File: src/rtl/expression_scheduler.sv
// Chooses the pet expression shown by the animation mux: latches event requests,
// arbitrates them by fixed priority, holds each expression and commits changes on frame boundaries.
module expression_scheduler #(
    parameter int TICK_DIV    = 100000,
    parameter int HOLD_TICKS  = 3000,
    parameter int SLEEP_TICKS = 20000
) (
    input  logic       clk,
    input  logic       rst,
    input  logic       evt_play,
    input  logic       evt_feed,
    input  logic       evt_call,
    input  logic       frame_done,
    output logic [2:0] expr_sel,
    output logic [2:0] pending,
    output logic       switch_pulse
);
    localparam int TW = (TICK_DIV > 1) ? $clog2(TICK_DIV) : 1;
    localparam int HW = (HOLD_TICKS > 0) ? $clog2(HOLD_TICKS + 1) : 1;
    localparam int IW = (SLEEP_TICKS > 0) ? $clog2(SLEEP_TICKS + 1) : 1;

    localparam logic [TW-1:0] TICK_LAST  = TW'(TICK_DIV - 1);
    localparam logic [HW-1:0] HOLD_LAST  = HW'(HOLD_TICKS);
    localparam logic [HW-1:0] HOLD_PRE   = HW'(HOLD_TICKS - 1);
    localparam logic [IW-1:0] SLEEP_LAST = IW'(SLEEP_TICKS);

    localparam logic [2:0] EXPR_IDLE    = 3'd0;
    localparam logic [2:0] EXPR_HAPPY   = 3'd1;
    localparam logic [2:0] EXPR_SATISFY = 3'd2;
    localparam logic [2:0] EXPR_SLEEP   = 3'd3;
    localparam logic [2:0] EXPR_EXPECT  = 3'd4;

    typedef enum logic [1:0] {IDLE_S, SHOW_S, SLEEP_S} state_t;

    state_t          state, state_next;
    logic [TW-1:0]   tick_cnt;
    logic [HW-1:0]   hold_cnt;
    logic [IW-1:0]   idle_cnt;
    logic            expired;
    logic            tick;
    logic [2:0]      evt;
    logic [2:0]      win_expr;
    logic [2:0]      win_mask;
    logic            has_req;
    logic            has_target;
    logic            served;
    logic [2:0]      target;
    logic            commit;

    assign tick    = (tick_cnt == TICK_LAST);
    assign evt     = {evt_call, evt_feed, evt_play};
    assign has_req = (pending != 3'b000);
    assign commit  = frame_done & has_target;

    // Priority feed > play > call over the sticky {call, feed, play} flags.
    always_comb begin
        win_expr = EXPR_IDLE;
        win_mask = 3'b000;
        if (pending[1]) begin
            win_expr = EXPR_SATISFY;
            win_mask = 3'b010;
        end else if (pending[0]) begin
            win_expr = EXPR_HAPPY;
            win_mask = 3'b001;
        end else if (pending[2]) begin
            win_expr = EXPR_EXPECT;
            win_mask = 3'b100;
        end
    end

    always_comb begin
        has_target = 1'b0;
        served     = 1'b0;
        target     = expr_sel;
        case (state)
            IDLE_S: begin
                if (has_req) begin
                    has_target = 1'b1;
                    target     = win_expr;
                    served     = 1'b1;
                end else if (idle_cnt == SLEEP_LAST) begin
                    has_target = 1'b1;
                    target     = EXPR_SLEEP;
                end
            end
            SHOW_S: begin
                if (expired) begin
                    has_target = 1'b1;
                    target     = has_req ? win_expr : EXPR_IDLE;
                    served     = has_req;
                end
            end
            SLEEP_S: begin
                // Waking keeps the request pending so it is shown after EXPECT.
                if (has_req) begin
                    has_target = 1'b1;
                    target     = EXPR_EXPECT;
                end
            end
            default: ;
        endcase
    end

    always_comb begin
        state_next = state;
        if (commit) begin
            case (target)
                EXPR_IDLE:  state_next = IDLE_S;
                EXPR_SLEEP: state_next = SLEEP_S;
                default:    state_next = SHOW_S;
            endcase
        end
    end

    always_ff @(posedge clk) begin
        if (!rst) begin
            state        <= IDLE_S;
            expr_sel     <= EXPR_IDLE;
            pending      <= 3'b000;
            switch_pulse <= 1'b0;
            tick_cnt     <= '0;
            hold_cnt     <= '0;
            idle_cnt     <= '0;
            expired      <= 1'b0;
        end else begin
            state        <= state_next;
            switch_pulse <= commit;
            tick_cnt     <= tick ? '0 : tick_cnt + 1'b1;
            if (commit) begin
                expr_sel <= target;
            end
            // A new pulse on the bit being served wins over its clear.
            pending <= (pending & ~((commit && served) ? win_mask : 3'b000)) | evt;

            if (commit) begin
                hold_cnt <= '0;
                expired  <= 1'b0;
            end else if (state == SHOW_S && tick && hold_cnt != HOLD_LAST) begin
                hold_cnt <= hold_cnt + 1'b1;
                if (hold_cnt == HOLD_PRE) begin
                    expired <= 1'b1;
                end
            end

            if (commit || (evt != 3'b000)) begin
                idle_cnt <= '0;
            end else if (state == IDLE_S && tick && idle_cnt != SLEEP_LAST) begin
                idle_cnt <= idle_cnt + 1'b1;
            end
        end
    end
endmodule

File: config.mk
export PLATFORM = sky130hd
export DESIGN_NAME = expression_scheduler
export DESIGN_NICKNAME = d
export VERILOG_FILES = /design/src/rtl/expression_scheduler.sv
export SDC_FILE = /design/constraint.sdc
export NUM_CORES = 1
export LEC_CHECK = 0
export CAP_MARGIN = 20
export CORE_MARGIN = 5
export CORE_UTILIZATION = 45
export DETAILED_ROUTE_END_ITERATION = 16
export PLACE_DENSITY = 0.6
export SYNTH_ARGS = -nofsm -noshare
export SYNTH_HDL_FRONTEND = slang
export SYNTH_SLANG_ARGS = --single-unit
File: constraint.sdc
create_clock -name clk -period 2.9 [get_ports clk]
set_clock_uncertainty 0.2 [all_clocks]
set_input_delay 0.435 -clock clk [delete_from_list [all_inputs] [get_ports clk]]
set_output_delay 0.435 -clock clk [all_outputs]
set_load 0.05 [all_outputs]
# Word level (Yosys, flattened, before mapping)
# Index checks and enable logic that the tools add are counted.
# W data, S select, Z words.
# totals
mem_bits_rw,0
word_cells,56
latchBits,0
mem_bits_ro,0
in_bits,6
reg_bits,54
mem_count,0
# op_classes
bitwise_logic,5
shifts,0
n_reduce_logical,14
addsub,3
div,0
n_lt_le_gt_ge,0
eq_ne,8
n_mul,0
muxes,18
# ops
operator,count
$mux W3,9
$add A17 B1 Y17 const B,1
$eq A17 B17 Y1 const B,1
$add A15 B1 Y15 const B,1
$eq A15 B15 Y1 const B,1
$ne A15 B15 Y1 const B,1
$add A12 B1 Y12 const B,1
$eq A12 B12 Y1 const B,1
$ne A12 B12 Y1 const B,1
$pmux W3 S3,1
$reduce_bool A3 Y1,2
$reduce_or A2 Y1,3
$logic_and A1 B1 Y1,5
$mux W1,5
$pmux W2 S2,1
$and A3 B3 Y3,1
$eq A3 B2 Y1 const B,1
$logic_not A3 Y1,1
$not A3 Y3,1
$or A3 B3 Y3,1
$pmux W1 S3,1
$eq A2 B1 Y1 const B,1
$eq A2 B2 Y1 const B,1
$logic_not A2 Y1,1
5 further kinds,5

# Depth between registers and ports, before layout
# Gate-level depths: netlist of the first run.
# logic_depth
ltp_word,10
mapped_depth,9
ltp_nobuf,7

# Least setup slack after synthesis of the first run
# Ideal clock, no wire load.
# synth_path
path_kind,reg2reg
from,reg pending[0]
to,reg idle_cnt[10]
path_slack_ps,482
arrival_time_ps,2152
stages_incl_launch_ff,8
required_time_ps,2634
period_less_slack_ps,2418
n_path_buf,2
cell_sequence,dfxtp_1 or4_4 o211ai_4 o311ai_4 or4_1 buf_4 buf_6 a21oi_2
# synth_via
elab_chain_cells,6
# synth_rtl
element,line,source
"start, declared",15,"output logic [2:0] pending,"
"start signal, assigned",133,pending <= (pending & ~((commit && served) ? win_mask : 3'b000)) | evt;
$reduce_bool A3 Y1 (*),52,assign has_req = (pending != 3'b000);
"$mux W1, on equally long branches","95, 77",
$pmux W1 S3 (*),75,case (state)
$and A1 B1 Y1 (*),53,assign commit = frame_done & has_target;
$logic_or A1 B1 Y1 (*),145,if (commit || (evt != 3'b000)) begin
$reduce_or A2 Y1 (no source line) (*),n/a,
"end signal, assigned",148,idle_cnt <= idle_cnt + 1'b1;
"end, declared",38,logic [IW-1:0] idle_cnt;
# Every way passes the cells marked *; elsewhere a longest branch is shown, timed or not.
# A chain may end at the register's enable or synchronous reset.

# Worst setup path after layout of the first run
# layout_path
from,reg idle_cnt[0]
to,reg state[0]
# layout_via
elab_chain_cells,6
# layout_rtl
element,line,source
$eq A15 B15 Y1 (*),81,end else if (idle_cnt == SLEEP_LAST) begin
$mux W3,81,
$mux W3,77,if (has_req) begin
$pmux W3 S3,75,
$eq A3 B2 Y1 / $logic_not A3 Y1 (equally long branches),107,case (target)
$pmux W2 S2,107,
"end signal, assigned",126,state <= state_next;
"end, declared",35,"state_t state, state_next;"
# Marks and branches as above.

==> impl_metrics.json, run 1 <==
{
  "status": "completed",
  "synth_cell_types": 47,
  "synth_xor_area_share_pct": 8.60,
  "antenna_found_initial": 0,
  "crit_type": "flip-flop to flip-flop",
  "mappedNetlistArea_um2": 2850,
  "synth_ff_type": "dfxtp_1",
  "cts.sinks": 54,
  "avgSynthCellArea_um2": 8.54,
  "irDropWorstVdd_uv": 250,
  "fp.coreArea_um2": 6240,
  "end_kind": "flip-flop",
  "grt_max_degree": 17,
  "die_h_um": 89.6,
  "area_growth_syn_to_layout_pct": 11.1,
  "worstHoldStart": "tick_cnt[0]$_SDFF_PP0_",
  "r2r_end": "state[0]$_SDFFE_PN0P_",
  "hp-class": "flip-flop to flip-flop",
  "synth_compound_area_share_pct": 14.7,
  "clkTransAtPathRegs_ps": 100,
  "first_global_vias": 2431,
  "overflow": 0,
  "die_x_um": 89.6,
  "worst_pin_slew_ps": 570,
  "stdcell_area_um2": 3170,
  "placed_area_um2": 3050,
  "multi_input_area_um2": 1660,
  "core.rowCount": 29,
  "dr.pass1.iters": 4,
  "synth_fa_ha_area_share_pct": 2.19,
  "dp.cells": 417,
  "antenna_cells": 0,
  "post_cts_buffers": 0,
  "cts_buffers": 5,
  "cts_tree": "yes",
  "synth_cells": 334,
  "r2r_start": "idle_cnt[0]$_SDFFE_PP0P_",
  "wire_per_inst_um": 14.1,
  "seqCellArea_um2": 1080,
  "synthTopCellsByArea": "dfxtp_1 38%, xor2_1 6.1%, nor2_1 4.9%",
  "crit_arrival_ps": 2590,
  "holdPathStages": 1,
  "hpwlAfterDp_mm": 4.40,
  "numPortBuffers": 12,
  "ys_async_sr_fraction_pct": 0,
  "worstPathRequired_ps": 2870,
  "synthMuxAreaShare_pct": 1.05,
  "synth_top_cell_by_area": "dfxtp_1",
  "finish.utilization_pct": 50.8,
  "finalMaxSlewViolations": 0,
  "setup_viol": 0,
  "gp_congestion": 0.844,
  "root_buffer": "clkbuf_8",
  "timing.fmax_mhz": 381,
  "start_kind": "flip-flop",
  "final_cells": 425,
  "fin_nets": 358,
  "yosys.area_share.simple_pct": 31.6,
  "worst_slack_ps": 276,
  "vias_per_cell": 5.78,
  "ant_nets": 0,
  "drt_iter0_drc": 72,
  "via_count": 2458,
  "setup-tns-final_ps": 0,
  "insertion_delay_ps": 310,
  "r2r_slack_ps": 280,
  "nFillCells": 613,
  "maxCapViolCount": 0,
  "synth_edf_count": 0,
  "powerDensity_nw_per_um2": 456,
  "synth_nets": 345,
  "num_io_pins": 13,
  "reg2reg_depth": 7,
  "slew_headroom_pct": 61.5,
  "synth_top_area_share_pct": 37.9,
  "synth_top_family_by_area": "simple AND/OR/NAND/NOR gates",
  "finalHoldViolations": 0,
  "routed_wl_mm": 6.01,
  "layout_common_cells": "54 x dfxtp_1, 37 x nor2_1, 20 x nand2_1, 20 x nand3_1, 20 x xor2_1",
  "drc": 0,
  "leakagePower_nw": 1.06,
  "ys_warn_count": 0,
  "grt_setup_unrepaired": "no",
  "die_area_um2": 8030,
  "synth_seq_area_share_pct": 37.9,
  "clk_path_buf_depth": 2,
  "place_ws_ps": 252,
  "cp_max_fo": 7,
  "grt_pass1_wl_mm": 10.9,
  "drive_above_1_share_pct": 9.20,
  "whs_endpoint": "tick_cnt[0]$_SDFF_PP0_",
  "mostFrequentLayoutCell": "dfxtp_1",
  "period_share_pct": 90.5,
  "grtUsageTotal_pct": 16.9,
  "period_minus_slack_ps": 2620,
  "htreeDepth": 2,
  "ys_ff_latch": 54,
  "start_util_pct": 45.7
}
==> area by class of cell <==
cell class,instances,area share (%)
clock buffer,6,2.29
clock inverter,2,1.18
inverter,14,1.66
multi-input combinational,254,52.5
sequential,54,34.1
tap,77,3.04
timing repair buffer,18,5.21
==> cells in the mapped netlist (9+ instances only) <==
| master | count |
|---|---|
| dfxtp_1 | 54 |
| nor2_1 | 37 |
| nand2_1 | 20 |
| nand3_1 | 20 |
| xor2_1 | 20 |
| a21oi_1 | 17 |
| inv_1 | 13 |
| nand4_1 | 13 |
| o21ai_0 | 11 |
| or3_1 | 10 |
| and3_1 | 9 |
==> state kept, by name, summed over array words and instances (netlist names) <==
| name | cells |
|---|---|
| hold_cnt | 12 |
| tick_cnt | 17 |
| switch_pulse | 1 |
| idle_cnt | 15 |
| expired | 1 |
| expr_sel | 3 |
| state | 2 |
| pending | 3 |
==> where the power goes <==
group / switching (W) / internal [W]
logic: 0.000107 / 0.0000629
clock network: 0.000244 / 0.000258
registers: 0.0000192 / 0.000755
==> metal layers <==
metal / share of wire [%] / global-route usage, % / wire length (um)
met5: 0 / 0 / 0
met4: 0.95 / 5.68 / 57
met3: 4.4 / 3.56 / 266
met2: 48 / 28.5 / 2890
met1: 46 / 21.5 / 2790
==> per-stage QoR <==
step	hold slack [ps]	power, W
global route	279	0.00153
floorplan	218	0.000907
CTS	256	0.00147
global placement	231	0.000960
detailed placement	242	0.000959
finish	254	0.00145
==> repair_timing <==
item / 4_1_cts / 5_1_grt
hold buffers: 0 / 0
setup endpoints to repair: 0 / 2
resized for setup: 0 / 1
endpoints found under the hold margin: 0 / 0
==> worst max path at each step <==
| stage | from | slack, ps | to |
|---|---|---|---|
| after floorplan | pending[0]$_SDFF_PN0_ | 480 | idle_cnt[10]$_SDFFE_PP0P_ |
| after global placement | idle_cnt[0]$_SDFFE_PP0P_ | 320 | state[1]$_SDFFE_PN0P_ |
| after detailed placement | idle_cnt[0]$_SDFFE_PP0P_ | 250 | state[1]$_SDFFE_PN0P_ |
| after CTS | idle_cnt[0]$_SDFFE_PP0P_ | 220 | state[1]$_SDFFE_PN0P_ |
| after global routing | idle_cnt[0]$_SDFFE_PP0P_ | 80 | state[0]$_SDFFE_PN0P_ |
| final | idle_cnt[0]$_SDFFE_PP0P_ | 280 | state[0]$_SDFFE_PN0P_ |
==> cells by family (layout without fill, tap and decap cells) <==
kind of cell | count (synthesis) | in the layout
buffers and inverters | 26 | 40
DFF | 54 | 54
adders and majority gates | 5 | 5
muxes | 3 | 3
AOI/OAI and AO/OA | 57 | 57
and+or+nand+nor | 161 | 161
xor gates and xnor gates | 28 | 28
==> critical path: stages, from the launching register on <==
cell and delay [ps]:
dfxtp_1 340, inv_1 90, ha_1 140, nor4bb_1 480, nand4_2 350, o31a_1 440, nor3_1 300, a311oi_1 140
Note: power is estimated with default switching activity, not from simulation.
==> run 2, diff against run 1 <==
--- a/config.mk
+++ b/config.mk
@@ -6,10 +6,13 @@
 export NUM_CORES = 1
 export LEC_CHECK = 0
 export CAP_MARGIN = 20
+export CORE_ASPECT_RATIO = 0.5
 export CORE_MARGIN = 5
 export CORE_UTILIZATION = 45
 export DETAILED_ROUTE_END_ITERATION = 16
 export PLACE_DENSITY = 0.6
+export SETUP_SLACK_MARGIN = 0.3
+export SKIP_CTS_REPAIR_TIMING = 1
 export SYNTH_ARGS = -nofsm -noshare
 export SYNTH_HDL_FRONTEND = slang
 export SYNTH_SLANG_ARGS = --single-unit
==> impl_metrics.json, run 2 (same netlist as run 1, synthesis figures left out) <==
{
  "worst_slack_ps": 456,
  "end_kind": "flip-flop",
  "dp.cells": 427,
  "wire_per_inst_um": 13.8,
  "cts_tree": "yes",
  "whs_ps": 253,
  "ant_nets": 0,
  "hp-class": "flip-flop to flip-flop",
  "cts.sinks": 54,
  "worstPathRequired_ps": 2870,
  "finalMaxSlewViolations": 0,
  "period_minus_slack_ps": 2440,
  "first_global_vias": 2140,
  "die_h_um": 66.3,
  "routed_wl_mm": 6.00,
  "numPortBuffers": 12,
  "crit_type": "flip-flop to flip-flop",
  "layout_common_cells": "54 x dfxtp_1, 37 x nor2_1, 20 x nand2_1, 20 x nand3_1, 20 x xor2_1",
  "irDropWorstVdd_uv": 299,
  "maxCapViolCount": 0,
  "grt_max_degree": 17,
  "drt_iter0_drc": 168,
  "antenna_cells": 0,
  "drive_above_1_share_pct": 10.9,
  "start_kind": "flip-flop",
  "antenna_found_initial": 0,
  "gp_congestion": 0.869,
  "clk_path_buf_depth": 2,
  "core.rowCount": 20,
  "critPathBufInv": 2,
  "fin_nets": 358,
  "die_area_um2": 8130,
  "finish.utilization_pct": 54.1,
  "crit_slowest_cell": "nor4bb_2",
  "crit_arrival_ps": 2420,
  "grtUsageTotal_pct": 15.8,
  "via_count": 2427,
  "hpwlAfterDp_mm": 4.33,
  "num_io_pins": 13,
  "largest_reg_flops": 17,
  "place_ws_ps": 295,
  "grt_setup_unrepaired": "yes",
  "setup_viol": 0,
  "vias_per_cell": 5.57,
  "slew_headroom_pct": 61.7,
  "crit_chain": "inv_1 -> ha_1 -> nor4bb_2 -> nand4_2 -> o311ai_4 -> or4_1 -> buf_4 -> a21oi_1",
  "die_x_um": 123,
  "fp.coreArea_um2": 6110,
  "status": "completed",
  "cts_buffers": 5,
  "area_growth_syn_to_layout_pct": 15.8,
  "leakagePower_nw": 1.11,
  "cp_max_fo": 15,
  "htreeDepth": 2,
  "timing.fmax_mhz": 409,
  "grt_pass1_wl_mm": 10.2,
  "worst_pin_slew_ps": 570,
  "slowest_delay_ps": 390,
  "clkTransAtPathRegs_ps": 70,
  "powerDensity_nw_per_um2": 523,
  "regMostFlops": "tick_cnt",
  "mostFrequentLayoutCell": "dfxtp_1",
  "final_cells": 436,
  "period_share_pct": 84.3,
  "drc": 0,
  "setup-tns-final_ps": 0,
  "path_delay_family": "simple AND/OR/NAND/NOR gates",
  "dr.pass1.iters": 4,
  "finalHoldViolations": 0,
  "overflow": 0,
  "insertion_delay_ps": 290,
  "root_buffer": "clkbuf_16",
  "start_util_pct": 46.7,
  "largest_registers": "tick_cnt: 17 flops, idle_cnt: 15 flops, hold_cnt: 12 flops"
}
[run 2: changes by cell type in the layout (fill, tap and decap cells not counted), moves of 2 or more]
cell       delta
nor4b_1       -2
nor4b_2       +2
clkbuf_16     +5
clkbuf_8      -4
[run 2: worst paths after layout]
| path | from | endpoint | slack [ps] | cells past startpoint |
|---|---|---|---|---|
| max | idle_cnt[0]$_SDFFE_PP0P_ | idle_cnt[6]$_SDFFE_PP0P_ | 460 | 8 |
| min | tick_cnt[0]$_SDFF_PP0_ | tick_cnt[0]$_SDFF_PP0_ | 250 | 1 |
| max reg2reg | idle_cnt[0]$_SDFFE_PP0P_ | idle_cnt[6]$_SDFFE_PP0P_ | 460 | 8 |
| min reg2reg | tick_cnt[0]$_SDFF_PP0_ | tick_cnt[0]$_SDFF_PP0_ | 250 | 1 |
[run 2: routing by layer]
| metal | track usage [%] | vias to the layer above | part of all wire (%) |
|---|---|---|---|
| met5 | 0 | - | 0 |
| met2 | 24.8 | 42 | 45 |
| li1 | - | 1230 | - |
| met1 | 21.0 | 1146 | 49 |
| met4 | 4.88 | 0 | 1.4 |
| met3 | 4.44 | 9 | 4.3 |
[run 2: area by class of cell]
| class | count | area, um^2 |
|---|---|---|
| Multi-Input combinational cell | 254 | 1690 |
| Sequential cell | 54 | 1080 |
| Clock inverter | 2 | 60.1 |
| Clock buffer | 6 | 139 |
| Inverter | 14 | 52.6 |
| Timing Repair Buffer | 18 | 165 |
| Tap cell | 88 | 110 |
| Fill cell | 598 | 2810 |
[run 2: where the power goes]
group / total [W] / switching, W / internal [W] / leakage [nW]
registers: 0.000773 / 0.0000179 / 0.000755 / 0.437
logic: 0.000172 / 0.000108 / 0.0000634 / 0.575
clock network: 0.000783 / 0.000265 / 0.000518 / 0.0971
[run 2: stage by stage]
step	area, um^2	total power, W
2_1_floorplan	2850	0.000907
3_3_place_gp	3060	0.000958
3_5_place_dp	3060	0.000958
4_1_cts	3260	0.00175
5_1_grt	3300	0.00181
6_report	3300	0.00173
==> run 3, diff against run 2 <==
==> constraint.sdc (replaced) <==
create_clock -name clk -period 2.3 [get_ports clk]
set_clock_uncertainty 0.2 [all_clocks]
set_input_delay 0.345 -clock clk [delete_from_list [all_inputs] [get_ports clk]]
set_output_delay 0.345 -clock clk [all_outputs]
set_load 0.05 [all_outputs]
==> impl_metrics.json, run 3 (same netlist as run 1, synthesis figures left out) <==
{
  "grtUsageTotal_pct": 17.3,
  "mostFrequentLayoutCell": "buf_4",
  "end_kind": "flip-flop",
  "drc": 0,
  "grt_pass1_wl_mm": 11.4,
  "largest_reg_flops": 17,
  "ant_nets": 0,
  "finish.utilization_pct": 65.4,
  "crit_slowest_cell": "or4_4",
  "cts_tree": "yes",
  "die_area_um2": 8130,
  "grt_setup_unrepaired": "yes",
  "vias_per_cell": 5.51,
  "routed_wl_mm": 7.21,
  "seqCellArea_um2": 1100,
  "drt_iter0_drc": 193,
  "cp_num_cells": 8,
  "crit_type": "flip-flop to flip-flop",
  "die_x_um": 123,
  "maxCapViolCount": 0,
  "clkTransAtPathRegs_ps": 70,
  "antenna_found_initial": 0,
  "clk_path_buf_depth": 2,
  "hpwlAfterDp_mm": 4.98,
  "finalHoldViolations": 0,
  "setup_viol": 0,
  "grt_max_degree": 16,
  "num_io_pins": 13,
  "leakagePower_nw": 1.51,
  "insertion_delay_ps": 290,
  "cts.sinks": 54,
  "die_h_um": 66.3,
  "whs_endpoint": "tick_cnt[0]$_SDFF_PP0_",
  "slew_headroom_pct": 65.5,
  "r2r_end": "idle_cnt[5]$_SDFFE_PP0P_",
  "root_buffer": "clkbuf_16",
  "irDropWorstVdd_uv": 291,
  "period_minus_slack_ps": 2270,
  "gp_congestion": 0.907,
  "worstPathRequired_ps": 2330,
  "start_util_pct": 46.7,
  "r2r_start": "idle_cnt[0]$_SDFFE_PP0P_",
  "first_global_vias": 2568,
  "antenna_cells": 0,
  "dr.pass1.iters": 5,
  "fp.coreArea_um2": 6110,
  "critPathBufInv": 2,
  "r2r_slack_ps": 30,
  "multi_input_area_um2": 1930,
  "hp-class": "flip-flop to flip-flop",
  "dp.cells": 465,
  "drive_above_1_share_pct": 34.4,
  "reg2reg_depth": 8,
  "path_delay_family": "simple AND/OR/NAND/NOR gates",
  "worst_pin_slew_ps": 516,
  "largest_registers": "tick_cnt: 17 flops, idle_cnt: 15 flops, hold_cnt: 12 flops",
  "nFillCells": 529,
  "powerDensity_nw_per_um2": 513,
  "crit_arrival_ps": 2300,
  "via_count": 2713,
  "numPortBuffers": 12,
  "overflow": 0,
  "layout_common_cells": "53 x buf_4, 44 x dfxtp_1, 30 x nor2_1",
  "status": "completed",
  "period_share_pct": 98.7,
  "regMostFlops": "tick_cnt",
  "finalMaxSlewViolations": 0,
  "final_cells": 492,
  "slowest_delay_ps": 420,
  "cts_buffers": 5,
  "cp_max_fo": 8,
  "power_w": 0.00205,
  "crit_chain": "inv_2 -> ha_4 -> nor4bb_4 -> and4_1 -> or3_4 -> buf_6 -> or4_4 -> a21oi_2",
  "wire_per_inst_um": 14.7,
  "htreeDepth": 2,
  "timing.fmax_mhz": 441,
  "holdPathStages": 1,
  "fin_nets": 414,
  "start_kind": "flip-flop",
  "area_growth_syn_to_layout_pct": 40.1,
  "worstHoldStart": "tick_cnt[0]$_SDFF_PP0_",
  "core.rowCount": 20
}
run 3: cell types whose count changed in the layout (fill, tap and decap cells not counted), sizes merged:
cell,delta
buf,+55
clkdlybuf4s50,-6
dlymetal6s2s,+6
bufinv,-2
clkbuf,+2
clkinv,+1
run 3: routing by layer:
metal / global-route usage (%) / wire length (um) / vias to the layer above
met5: 0 / 0 / -
met4: 3.49 / 37 / 0
met3: 4.62 / 378 / 8
met2: 29.3 / 3430 / 65
met1: 22.2 / 3370 / 1286
li1: - / - / 1354
run 3: worst reg2reg max path, stage by stage (launching register included):
cell      delay [ps]
dfxtp_2          340
inv_2             50
ha_4             150
nor4bb_4         150
and4_1           200
or3_4            400
buf_6            150
or4_4            420
a21oi_2          150
run 3: area by class of cell:
type	count	area share [%]
inverter	14	1.32
sequential	54	27.4
multi-input combinational	254	48.3
clock buffer	7	3.57
timing repair buffer	74	16.4
clock inverter	1	0.125
tap	88	2.76
run 3: how the worst max path moves through the flow:
stage | endpoint | startpoint
finish | idle_cnt[5]$_SDFFE_PP0P_ | idle_cnt[0]$_SDFFE_PP0P_
CTS | idle_cnt[5]$_SDFFE_PP0P_ | tick_cnt[16]$_SDFF_PP0_
detailed placement | idle_cnt[5]$_SDFFE_PP0P_ | tick_cnt[16]$_SDFF_PP0_
floorplan | idle_cnt[12]$_SDFFE_PP0P_ | pending[0]$_SDFF_PN0_
global placement | idle_cnt[5]$_SDFFE_PP0P_ | tick_cnt[16]$_SDFF_PP0_
global route | idle_cnt[5]$_SDFFE_PP0P_ | idle_cnt[0]$_SDFFE_PP0P_
run 3: per-stage QoR:
stage / setup TNS (ps) / cell area (um^2) / worst slack [ps] / hold WS (ps)
2_1_floorplan: 0 / 2920 / 59.5 / 195
3_3_place_gp: 0 / 3400 / 7.90 / 200
3_5_place_dp: -70.0 / 3400 / -60.2 / 207
4_1_cts: -194 / 3550 / -98.9 / 219
5_1_grt: -223 / 3990 / -25.0 / 262
6_report: 0 / 3990 / 30.1 / 244
run 3: report_power, final:
part / internal, W / leakage (nW) / switching [W]
sequential: 0.000953 / 0.441 / 0.0000135
clock: 0.000432 / 0.0739 / 0.000325
combinational: 0.000141 / 0.997 / 0.000184
total: 0.00153 / 1.51 / 0.000523
